<file path="src/rtl/decode_pkg.sv">
// Shared decode definitions: uop codes, instruction field positions, FSM states and bundle types.
package decode_pkg;

  localparam logic [4:0] UOP_NOP = 5'd0;
  localparam logic [4:0] UOP_ADD = 5'd1;
  localparam logic [4:0] UOP_AND = 5'd3;
  localparam logic [4:0] UOP_CMP = 5'd5;
  localparam logic [4:0] UOP_MOV = 5'd8;
  localparam logic [4:0] UOP_B   = 5'd9;

  localparam int unsigned UOP_LSB    = 27;
  localparam int unsigned COND_LSB   = 23;
  localparam int unsigned SEL_IN_LSB = 19;
  localparam int unsigned SEL_P0_LSB = 15;
  localparam int unsigned SEL_P1_LSB = 11;
  localparam int unsigned IMM_BIT    = 10;
  localparam int unsigned EXT_BIT    = 9;
  localparam int unsigned IMM9_LSB   = 0;

  typedef enum logic {
    S_OP  = 1'b0,
    S_IMM = 1'b1
  } state_e;

  typedef struct packed {
    logic [4:0] uop;
    logic [3:0] branch_cond;
    logic [3:0] sel_in;
    logic [3:0] sel_p0;
    logic [3:0] sel_p1;
    logic       imm;
    logic       ext;
    logic [8:0] imm9;
  } fields_t;

  typedef struct packed {
    logic        num_to_rhs;
    logic [31:0] num;
    logic [3:0]  sel_p0;
    logic [3:0]  sel_p1;
    logic [3:0]  sel_in;
    logic [4:0]  uop;
    logic [3:0]  branch_cond;
  } bundle_t;

  function automatic logic uop_legal(input logic [4:0] uop);
    return uop inside {UOP_NOP, UOP_ADD, 5'd2, UOP_AND, 5'd4, UOP_CMP, UOP_MOV, UOP_B};
  endfunction

  function automatic bundle_t to_bundle(input fields_t f, input logic ntr, input logic [31:0] num);
    bundle_t b;
    b.num_to_rhs  = ntr;
    b.num         = num;
    b.sel_p0      = f.sel_p0;
    b.sel_p1      = f.sel_p1;
    b.sel_in      = f.sel_in;
    b.uop         = f.uop;
    b.branch_cond = f.branch_cond;
    return b;
  endfunction

endpackage

</file>
<file path="src/rtl/decode_fields.sv">
// Purely combinational split of a 32-bit instruction word into its decode fields.
module decode_fields
  import decode_pkg::*;
(
  input  logic [31:0] instr,
  output fields_t     fields
);

  always_comb begin
    fields.uop         = instr[UOP_LSB +: 5];
    fields.branch_cond = instr[COND_LSB +: 4];
    fields.sel_in      = instr[SEL_IN_LSB +: 4];
    fields.sel_p0      = instr[SEL_P0_LSB +: 4];
    fields.sel_p1      = instr[SEL_P1_LSB +: 4];
    fields.imm         = instr[IMM_BIT];
    fields.ext         = instr[EXT_BIT];
    fields.imm9        = instr[IMM9_LSB +: 9];
  end

endmodule

</file>
<file path="src/rtl/decode_stage.sv">
// Decode stage: turns fetch words (one- or two-word) into the registered Execute control bundle.
// Optional illegal-uop trap is enabled by defining DECODE_ILLEGAL_TRAP_EN.
module decode_stage
  import decode_pkg::*;
#(
  parameter int unsigned FLUSH_DEPTH = 2
) (
  input  logic        clk,
  input  logic        rst,
  input  logic [31:0] instr,
  input  logic        instr_valid,
  output logic        instr_ready,
  input  logic        global_disable,
  output logic        num_to_rhs,
  output logic [31:0] num,
  output logic [3:0]  sel_p0,
  output logic [3:0]  sel_p1,
  output logic [3:0]  sel_in,
  output logic [4:0]  uop,
  output logic [3:0]  branch_cond,
  output logic        illegal
);

  localparam int unsigned CntW = (FLUSH_DEPTH > 0) ? $clog2(FLUSH_DEPTH + 1) : 1;

  fields_t         f;
  state_e          state_q, state_d;
  fields_t         pend_q, pend_d;
  logic [CntW-1:0] flush_q, flush_d;
  bundle_t         out_q, out_d;
  bundle_t         cand;
  logic            emit;
  logic            accept;

  decode_fields u_fields (
    .instr  (instr),
    .fields (f)
  );

  // Execute never stalls, so the only time words are refused is while in reset.
  assign instr_ready = ~rst;
  assign accept      = instr_valid & instr_ready;

`ifdef DECODE_ILLEGAL_TRAP_EN
  logic illegal_q, illegal_d;
`endif

  always_comb begin
    state_d = state_q;
    pend_d  = pend_q;
    flush_d = flush_q;
    out_d   = '0;
    cand    = '0;
    emit    = 1'b0;
`ifdef DECODE_ILLEGAL_TRAP_EN
    illegal_d = illegal_q;
`endif
    if (global_disable) begin
      state_d = S_OP;
      pend_d  = '0;
      flush_d = CntW'(FLUSH_DEPTH);
    end else if (flush_q != '0) begin
      // Branch shadow: any word, opcode or immediate alike, is dropped here.
      if (accept) flush_d = flush_q - CntW'(1);
    end else if (accept) begin
      unique case (state_q)
        S_IMM: begin
          cand    = to_bundle(pend_q, 1'b1, instr);
          emit    = 1'b1;
          state_d = S_OP;
          pend_d  = '0;
        end
        default: begin
          if (f.imm && f.ext) begin
            pend_d  = f;
            state_d = S_IMM;
          end else begin
            cand = to_bundle(f, f.imm, f.imm ? {23'b0, f.imm9} : 32'b0);
            emit = 1'b1;
          end
        end
      endcase
    end

    if (emit) begin
`ifdef DECODE_ILLEGAL_TRAP_EN
      if (uop_legal(cand.uop)) out_d = cand;
      else illegal_d = 1'b1;
`else
      out_d = cand;
`endif
    end
  end

  always_ff @(posedge clk) begin
    if (rst) begin
      state_q <= S_OP;
      pend_q  <= '0;
      flush_q <= '0;
      out_q   <= '0;
    end else begin
      state_q <= state_d;
      pend_q  <= pend_d;
      flush_q <= flush_d;
      out_q   <= out_d;
    end
  end

`ifdef DECODE_ILLEGAL_TRAP_EN
  always_ff @(posedge clk) begin
    if (rst) illegal_q <= 1'b0;
    else     illegal_q <= illegal_d;
  end
  assign illegal = illegal_q;
`else
  assign illegal = 1'b0;
`endif

  assign num_to_rhs  = out_q.num_to_rhs;
  assign num         = out_q.num;
  assign sel_p0      = out_q.sel_p0;
  assign sel_p1      = out_q.sel_p1;
  assign sel_in      = out_q.sel_in;
  assign uop         = out_q.uop;
  assign branch_cond = out_q.branch_cond;

endmodule

</file>
<file path="config.mk">
export PLATFORM = sky130hd
export DESIGN_NAME = decode_stage
export DESIGN_NICKNAME = d
export VERILOG_FILES = /design/src/rtl/decode_pkg.sv /design/src/rtl/decode_fields.sv /design/src/rtl/decode_stage.sv
export SDC_FILE = /design/constraint.sdc
export NUM_CORES = 1
export LEC_CHECK = 0
export ABC_AREA = 1
export BUFFER_PORTS_ARGS = -buffer_cell sky130_fd_sc_hd__buf_2
export CORE_MARGIN = 5
export CORE_UTILIZATION = 40
export DETAILED_ROUTE_END_ITERATION = 10
export PLACE_DENSITY_LB_ADDON = 0.15
export SLEW_MARGIN = 20
export SYNTH_ARGS = -nofsm -noshare
export SYNTH_HDL_FRONTEND = slang
export SYNTH_SLANG_ARGS = --single-unit
</file>
<file path="constraint.sdc">
create_clock -name clk -period 1.7 [get_ports clk]
set_clock_uncertainty 0.1 [all_clocks]
set_input_delay 0.51 -clock clk [delete_from_list [all_inputs] [get_ports clk]]
set_output_delay 0.51 -clock clk [all_outputs]
set_load 0.01 [all_outputs]
</file>
==> run_results.csv, run 1 <==
group,metric,value,unit
outcome,status,"complete, no violations",
floorplan,ios,92,
cells_and_area,ff_latch_area,0.00156,sq mm
floorplan,start_util,41.0,%
cts,clk_latency,350,ps
pwr,power_leakage,1.71,nW
logic_synthesis,ys_seq_area_share,56.4,%
setup_path,slowest_stage,"dfxtp_1",
cts,clk_path_buf_depth,2,
cells_and_area,area_growth,24.4,%
timing,layout_min_cycle_time,1570,ps
cts,cts_tree,"built",
logic_synthesis,synth_top_family_by_area,"simple AND/OR/NAND/NOR gates",
floorplan,fp.dieArea,0.00869,sq mm
timing,hold_viol,0,
pwr,p_per_area,995,mW/mm^2
timing,post-route-period-util,92.2,%
global_routing,grt_pass1_wl,9860,um
timing,rsz0062_at_grt,"no",
pwr,peakVddDrop,0.000469,V
logic_synthesis,ys_top_cells_by_area,"dfxtp_1 56%, nand2_1 8.1%, inv_1 5.6%",
detailed_routing,totalWireLength,6100,um
logic_synthesis,yosysTopAreaCell,"dfxtp_1",
logic_synthesis,synth_xor_area_share,0,%
global_routing,track_usage,14.7,%
setup_path,cp_num_buf_inv,2,
logic_synthesis,yosysUniqueCellTypes,22,
cts,cts_resized,0,
cells_and_area,diodes,0,
timing,finalSetupViolations,0,
floorplan,core-area,0.00676,sq mm
cells_and_area,nets,444,
global_routing,grt_pass1_vias,2063,
pwr,p_int,2.60,mW
detailed_routing,vias,2205,
cts,cts_buffers,9,
timing,tns,0,ps
pwr,seq_power_share,53.9,%
detailed_routing,routedWlPerCell,12.4,um
logic_synthesis,synth-simple-area-share,21.3,%
logic_synthesis,syn_area,0.00277,sq mm
logic_synthesis,yosysTopAreaCellShare,56.4,%
setup_path,critical_path_class,"reg2reg",
logic_synthesis,syn_avg_cell_area,8.73,sq um
pwr,sw_frac_of_total,24.2,%
pwr,power,3.43,mW
cells_and_area,drive_gt1_share,33.0,%
cts,cts_setup_buffers,0,
detailed_routing,drtIter0Drc,107,
cts,htree_levels,3,
global_routing,overflow,0,
logic_synthesis,ys_ff_latch,78,
cts,cts-root-buf,"clkbuf_8",
logic_synthesis,synth_fa_ha_area_share,0.452,%
setup_path,arrival,1750,ps
job,max-cap-violations,0,
detailed_routing,viasPerCell,4.48,
placement,dp.final_hpwl,4160,um
detailed_routing,ant_nets,0,
floorplan,chipWidth,93.2,um
cells_and_area,final.fill_count,688,
logic_synthesis,muxShareOfSynthArea,0,%
floorplan,num_rows,30,
pwr,p_switching,0.829,mW
logic_synthesis,ys_warn_count,0,
cells_and_area,multiInputGateArea,905,sq um
logic_synthesis,syn_nets,354,
setup_path,crit_chain,"inv_1 > ha_1 > inv_2 > nor2_8 > nand3b_4 > a21oi_2",
global_routing,grt_max_degree,24,
setup_path,worstSetupStartpointType,"flop",
cells_and_area,mostFrequentLayoutCells,"90 x buf_2, 78 x dfxtp_1, 60 x nand2_1, 41 x inv_1, 40 x nor2_1",
floorplan,die_y,93.2,um
cts,clkTransAtPathRegs,80,ps
timing,finalMaxSlewViolations,0,
placement,place.port_buffers,90,
detailed_routing,drt-pass1-iter-count,4,
detailed_routing,drc,0,
logic_synthesis,synthCells,317,
global_routing,antenna_found_initial,0,
setup_path,path_max_fanout,21,
logic_synthesis,synth-compound-area-share,10.8,%
worst_hold_path,hold_class,"in2reg",
cells_and_area,mostFrequentLayoutCell,"buf_2",
setup_path,cp_top_family,"simple AND/OR/NAND/NOR gates",
setup_path,required,1880,ps
setup_path,crit_path_end_kind,"flop",
pwr,clkPwrFrac,39.3,%
timing,max_freq,638,MHz
cts,ctsHoldBuffers,0,
timing,worst_hold_slack,257,ps
cts,cts_sinks,78,
setup_path,max_stage_delay,320,ps
placement,gp_congestion,0.830,
pwr,power_frac_comb,6.8,%
## power groups by stage
stage / clock [mW] / combinational (mW) / sequential, mW
CTS: 1.39 / 0.237 / 1.85
global route: 1.49 / 0.260 / 1.85
floorplan: 0 / 0.136 / 1.90
detailed placement: 0 / 0.236 / 1.89
finish: 1.35 / 0.234 / 1.85
global placement: 0 / 0.234 / 1.89
## state kept, by name, indices dropped and copies added (netlist names)
signal and flops:
num 32, pend_q 21, uop 5, branch_cond 4, sel_in 4, sel_p0 4, sel_p1 4, flush_q 2
num_to_rhs 1, state_q 1
## stage by stage
step	setup WS [ps]	util, %	cell area, sq um	instances
after CTS	87.5	51.0	3440	492
after global placement	43.4	48.2	3260	476
after global routing	11.2	51.0	3440	492
after detailed placement	15.8	48.2	3260	476
final	132	51.0	3440	492
after floorplan	340	-	2770	317
## synth_stat cells, drive strengths merged
library cell,n
inv,43
a21oi,38
o21ai,2
nand3,26
conb,1
buf,17
a22oi,6
clkbuf,1
dfxtp,78
nand3b,1
nor2,42
nand2,61
ha,1
## path summary, 6_finish.rpt
check | to | start | slack [ps] | depth (start not counted)
worst min-delay path | num[6]$_SDFF_PP0_ | instr[6] | 260 | 3
worst max register to register | branch_cond[3]$_SDFF_PP0_ | flush_q[0]$_SDFFE_PP0P_ | 130 | 6
worst min register to register | pend_q[15]$_SDFFE_PP0P_ | pend_q[15]$_SDFFE_PP0P_ | 360 | 2
worst max-delay path | branch_cond[3]$_SDFF_PP0_ | flush_q[0]$_SDFFE_PP0P_ | 130 | 6
## worst register-to-register path, stage by stage (launching register included)
cell,delay (ps)
dfxtp_1,320
inv_1,70
ha_1,220
inv_2,100
nor2_8,170
nand3b_4,300
a21oi_2,230
## cells by family (layout without fill, tap and decap cells)
family	Yosys count	in the layout
DFF	78	78
buffers and inverters	61	156
AOI/OAI and AO/OA	46	46
adders and majority gates	1	1
other	1	1
and+or+nand+nor	130	130
## per-layer routing
layer | global-route usage [%] | vias up | share of wire (%)
li1 | - | 1152 | -
met1 | 18.0 | 965 | 44
met2 | 23.3 | 72 | 46
met3 | 4.18 | 16 | 7.6
met4 | 8.06 | 0 | 2.3
met5 | 0 | - | 0
## area by class of cell
cell class                      instances  share of cell area, %
Inverter                               43                   4.69
Clock inverter                          7                   1.89
Clock buffer                            9                   3.60
Multi-Input combinational cell        178                   26.3
Sequential cell                        78                   45.3
Tap cell                               80                   2.91
Timing Repair Buffer                   97                   15.3
No activity file was read; power rests on OpenSTA's default activity.
==> inputs of run 2 (changes only) <==
- clock period: 1.7 -> 1.4 ns (I/O delays scaled with it)
==> run 2 against run 1 <==
Effect of this change:
- sequential power rose by 21%
- critical path depth is 1 higher
- non-clock buffer count up 11
- fmax grew 14%
- sequential share of layout area decreased by 3.4 points
- clock power up 50%
- via count grew 4.1%
- routed wire length up 3.8%
- worst setup slack worse by 110 ps
==> run_results.csv, run 2 (same netlist as run 1, synthesis figures left out) <==
group,metric,value,unit
cells_and_area,fin_area,0.00373,sq mm
floorplan,die_y,93.2,um
timing,layout_min_cycle_time,1370,ps
floorplan,chipWidth,93.2,um
setup_path,cp_num_buf_inv,3,
timing,finalMaxSlewViolations,0,
outcome,status,"complete, no violations",
detailed_routing,totalWireLength,6330,um
detailed_routing,drt-pass1-iter-count,4,
detailed_routing,routedWlPerCell,12.6,um
timing,hold_viol,0,
setup_path,reg2reg_depth,7,
cts,cts_buffers,9,
cells_and_area,mostFrequentLayoutCells,"90 x buf_2, 77 x dfxtp_1, 60 x nand2_1, 39 x inv_1, 37 x nor2_1",
cells_and_area,mostFrequentLayoutCell,"buf_2",
floorplan,fp.dieArea,0.00869,sq mm
setup_path,reg2reg_slack,30,ps
setup_path,max_stage_delay,330,ps
global_routing,grt_pass1_vias,2151,
setup_path,crit_path_end_kind,"flop",
worst_hold_path,hold_class,"in2reg",
timing,tns,0,ps
worst_hold_path,min_path_cells,3,
cts,ctsHoldBuffers,0,
cts,clkTransAtPathRegs,80,ps
timing,finalSetupViolations,0,
global_routing,grt_max_degree,23,
cells_and_area,drive_gt1_share,36.9,%
detailed_routing,drc,0,
cells_and_area,nets,455,
pwr,p_per_area,1240,mW/mm^2
global_routing,overflow,0,
placement,place_inst,485,
setup_path,crit_chain,"inv_2 > ha_4 > inv_6 > nor2_8 > nand3b_4 > clkbuf_16 > nor2_2",
global_routing,track_usage,15.1,%
cells_and_area,final.fill_count,633,
timing,post-route-period-util,98.1,%
pwr,power_leakage,1.83,nW
setup_path,required,1580,ps
pwr,power,4.61,mW
placement,gp_congestion,0.814,
job,max-cap-violations,0,
cells_and_area,finalCoreUtilization,55.1,%
placement,place.port_buffers,90,
floorplan,start_util,41.0,%
timing,max_freq,728,MHz
cts,htree_levels,3,
cells_and_area,diodes,0,
setup_path,cp_top_family,"simple AND/OR/NAND/NOR gates",
cts,clk_latency,340,ps
setup_path,slowest_stage,"dfxtp_2",
cts,cts_sinks,78,
cells_and_area,area_growth,34.6,%
cts,cts_tree,"built",
floorplan,ios,92,
global_routing,grt_pass1_wl,10200,um
global_routing,antenna_found_initial,0,
pwr,peakVddDrop,0.000611,V
setup_path,r2r_start,"flush_q[0]$_SDFFE_PP0P_",
detailed_routing,viasPerCell,4.56,
setup_path,arrival,1550,ps
detailed_routing,drtIter0Drc,96,
setup_path,r2r-end,"sel_in[0]$_SDFF_PP0_",
timing,rsz0062_at_grt,"yes",
setup_path,path_max_fanout,6,
placement,dp.final_hpwl,4320,um
floorplan,core-area,0.00676,sq mm
detailed_routing,vias,2296,
detailed_routing,ant_nets,0,
cells_and_area,layout.cells.non_filler,503,
cts,cts-root-buf,"clkbuf_8",
setup_path,critical_path_class,"reg2reg",
floorplan,num_rows,30,
setup_path,worstSetupStartpointType,"flop",
placement,placed_area,0.00339,sq mm
worst_hold_path,hold_end,"num[6]$_SDFF_PP0_",
cells_and_area,largest_register_ffs,32,
cts,clk_path_buf_depth,2,
worst_hold_path,hp-start,"instr[6]",
-- run 2: cell count changes in the layout (fill, tap and decap cells not counted), sizes merged --
cell,before,now
clkinv,4,3
bufinv,1,3
clkbuf,9,11
buf,97,107
clkinvlp,2,0
-- run 2: cell type report --
cell class | instances | area [sq um] | area share (%)
clock inverters | 6 | 109 | 2.92
well taps | 80 | 100 | 2.69
clock buffers | 10 | 138 | 3.69
flip-flops and latches | 78 | 1560 | 41.9
multi-input cells | 178 | 956 | 25.7
repair buffers | 108 | 694 | 18.6
inverters | 43 | 166 | 4.47
-- run 2: stage by stage --
step,worst slack [ps],hold WS [ps]
floorplan,78.9,334
global placement,-11.3,348
detailed placement,-22.2,351
CTS,9.75,160
global route,-43.8,155
finish,26.8,178
-- run 2: power breakdown --
part / internal, mW / switching, mW / total [mW] / leakage, nW
Combinational: 0.143 / 0.193 / 0.336 / 1.07
Clock: 1.23 / 0.799 / 2.03 / 0.126
Sequential: 2.24 / 0.00687 / 2.24 / 0.630
Total: 3.61 / 0.998 / 4.61 / 1.83
-- run 2: layer usage --
metal  routed length, um  vias to the layer above  global-route usage, %
met3                 470                        6                   5.39
met5                   0                        -                      0
li1                    -                     1183                      -
met1                2750                     1043                   18.7
met2                3030                       64                   24.3
met4                  84                        0                   5.49
-- run 2: how the worst max path moves through the flow --
stage | slack, ps | to | from | cells past startpoint
final | 30 | sel_in[0]$_SDFF_PP0_ | flush_q[0]$_SDFFE_PP0P_ | 7
after global routing | -40 | sel_in[0]$_SDFF_PP0_ | flush_q[0]$_SDFFE_PP0P_ | 7
after CTS | 10 | sel_p0[2]$_SDFF_PP0_ | flush_q[0]$_SDFFE_PP0P_ | 7
after detailed placement | -20 | sel_p0[2]$_SDFF_PP0_ | rst | 7
after global placement | -10 | uop[0]$_SDFF_PP0_ | instr[9] | 7
after floorplan | 80 | sel_p1[0]$_SDFF_PP0_ | flush_q[0]$_SDFFE_PP0P_ | 7
-- run 2: what timing repair did --
action,4_1_cts,5_1_grt
setup buffers,0,1
pin swaps,1,2
setup endpoints to repair,12,68
gates cloned,0,1
resized for setup,0,16
-- run 2: worst min-delay path: cells and delay by family --
kind,cells,cell delay (ps)
AND/OR/NAND/NOR,1,30
buffers and inverters,2,130
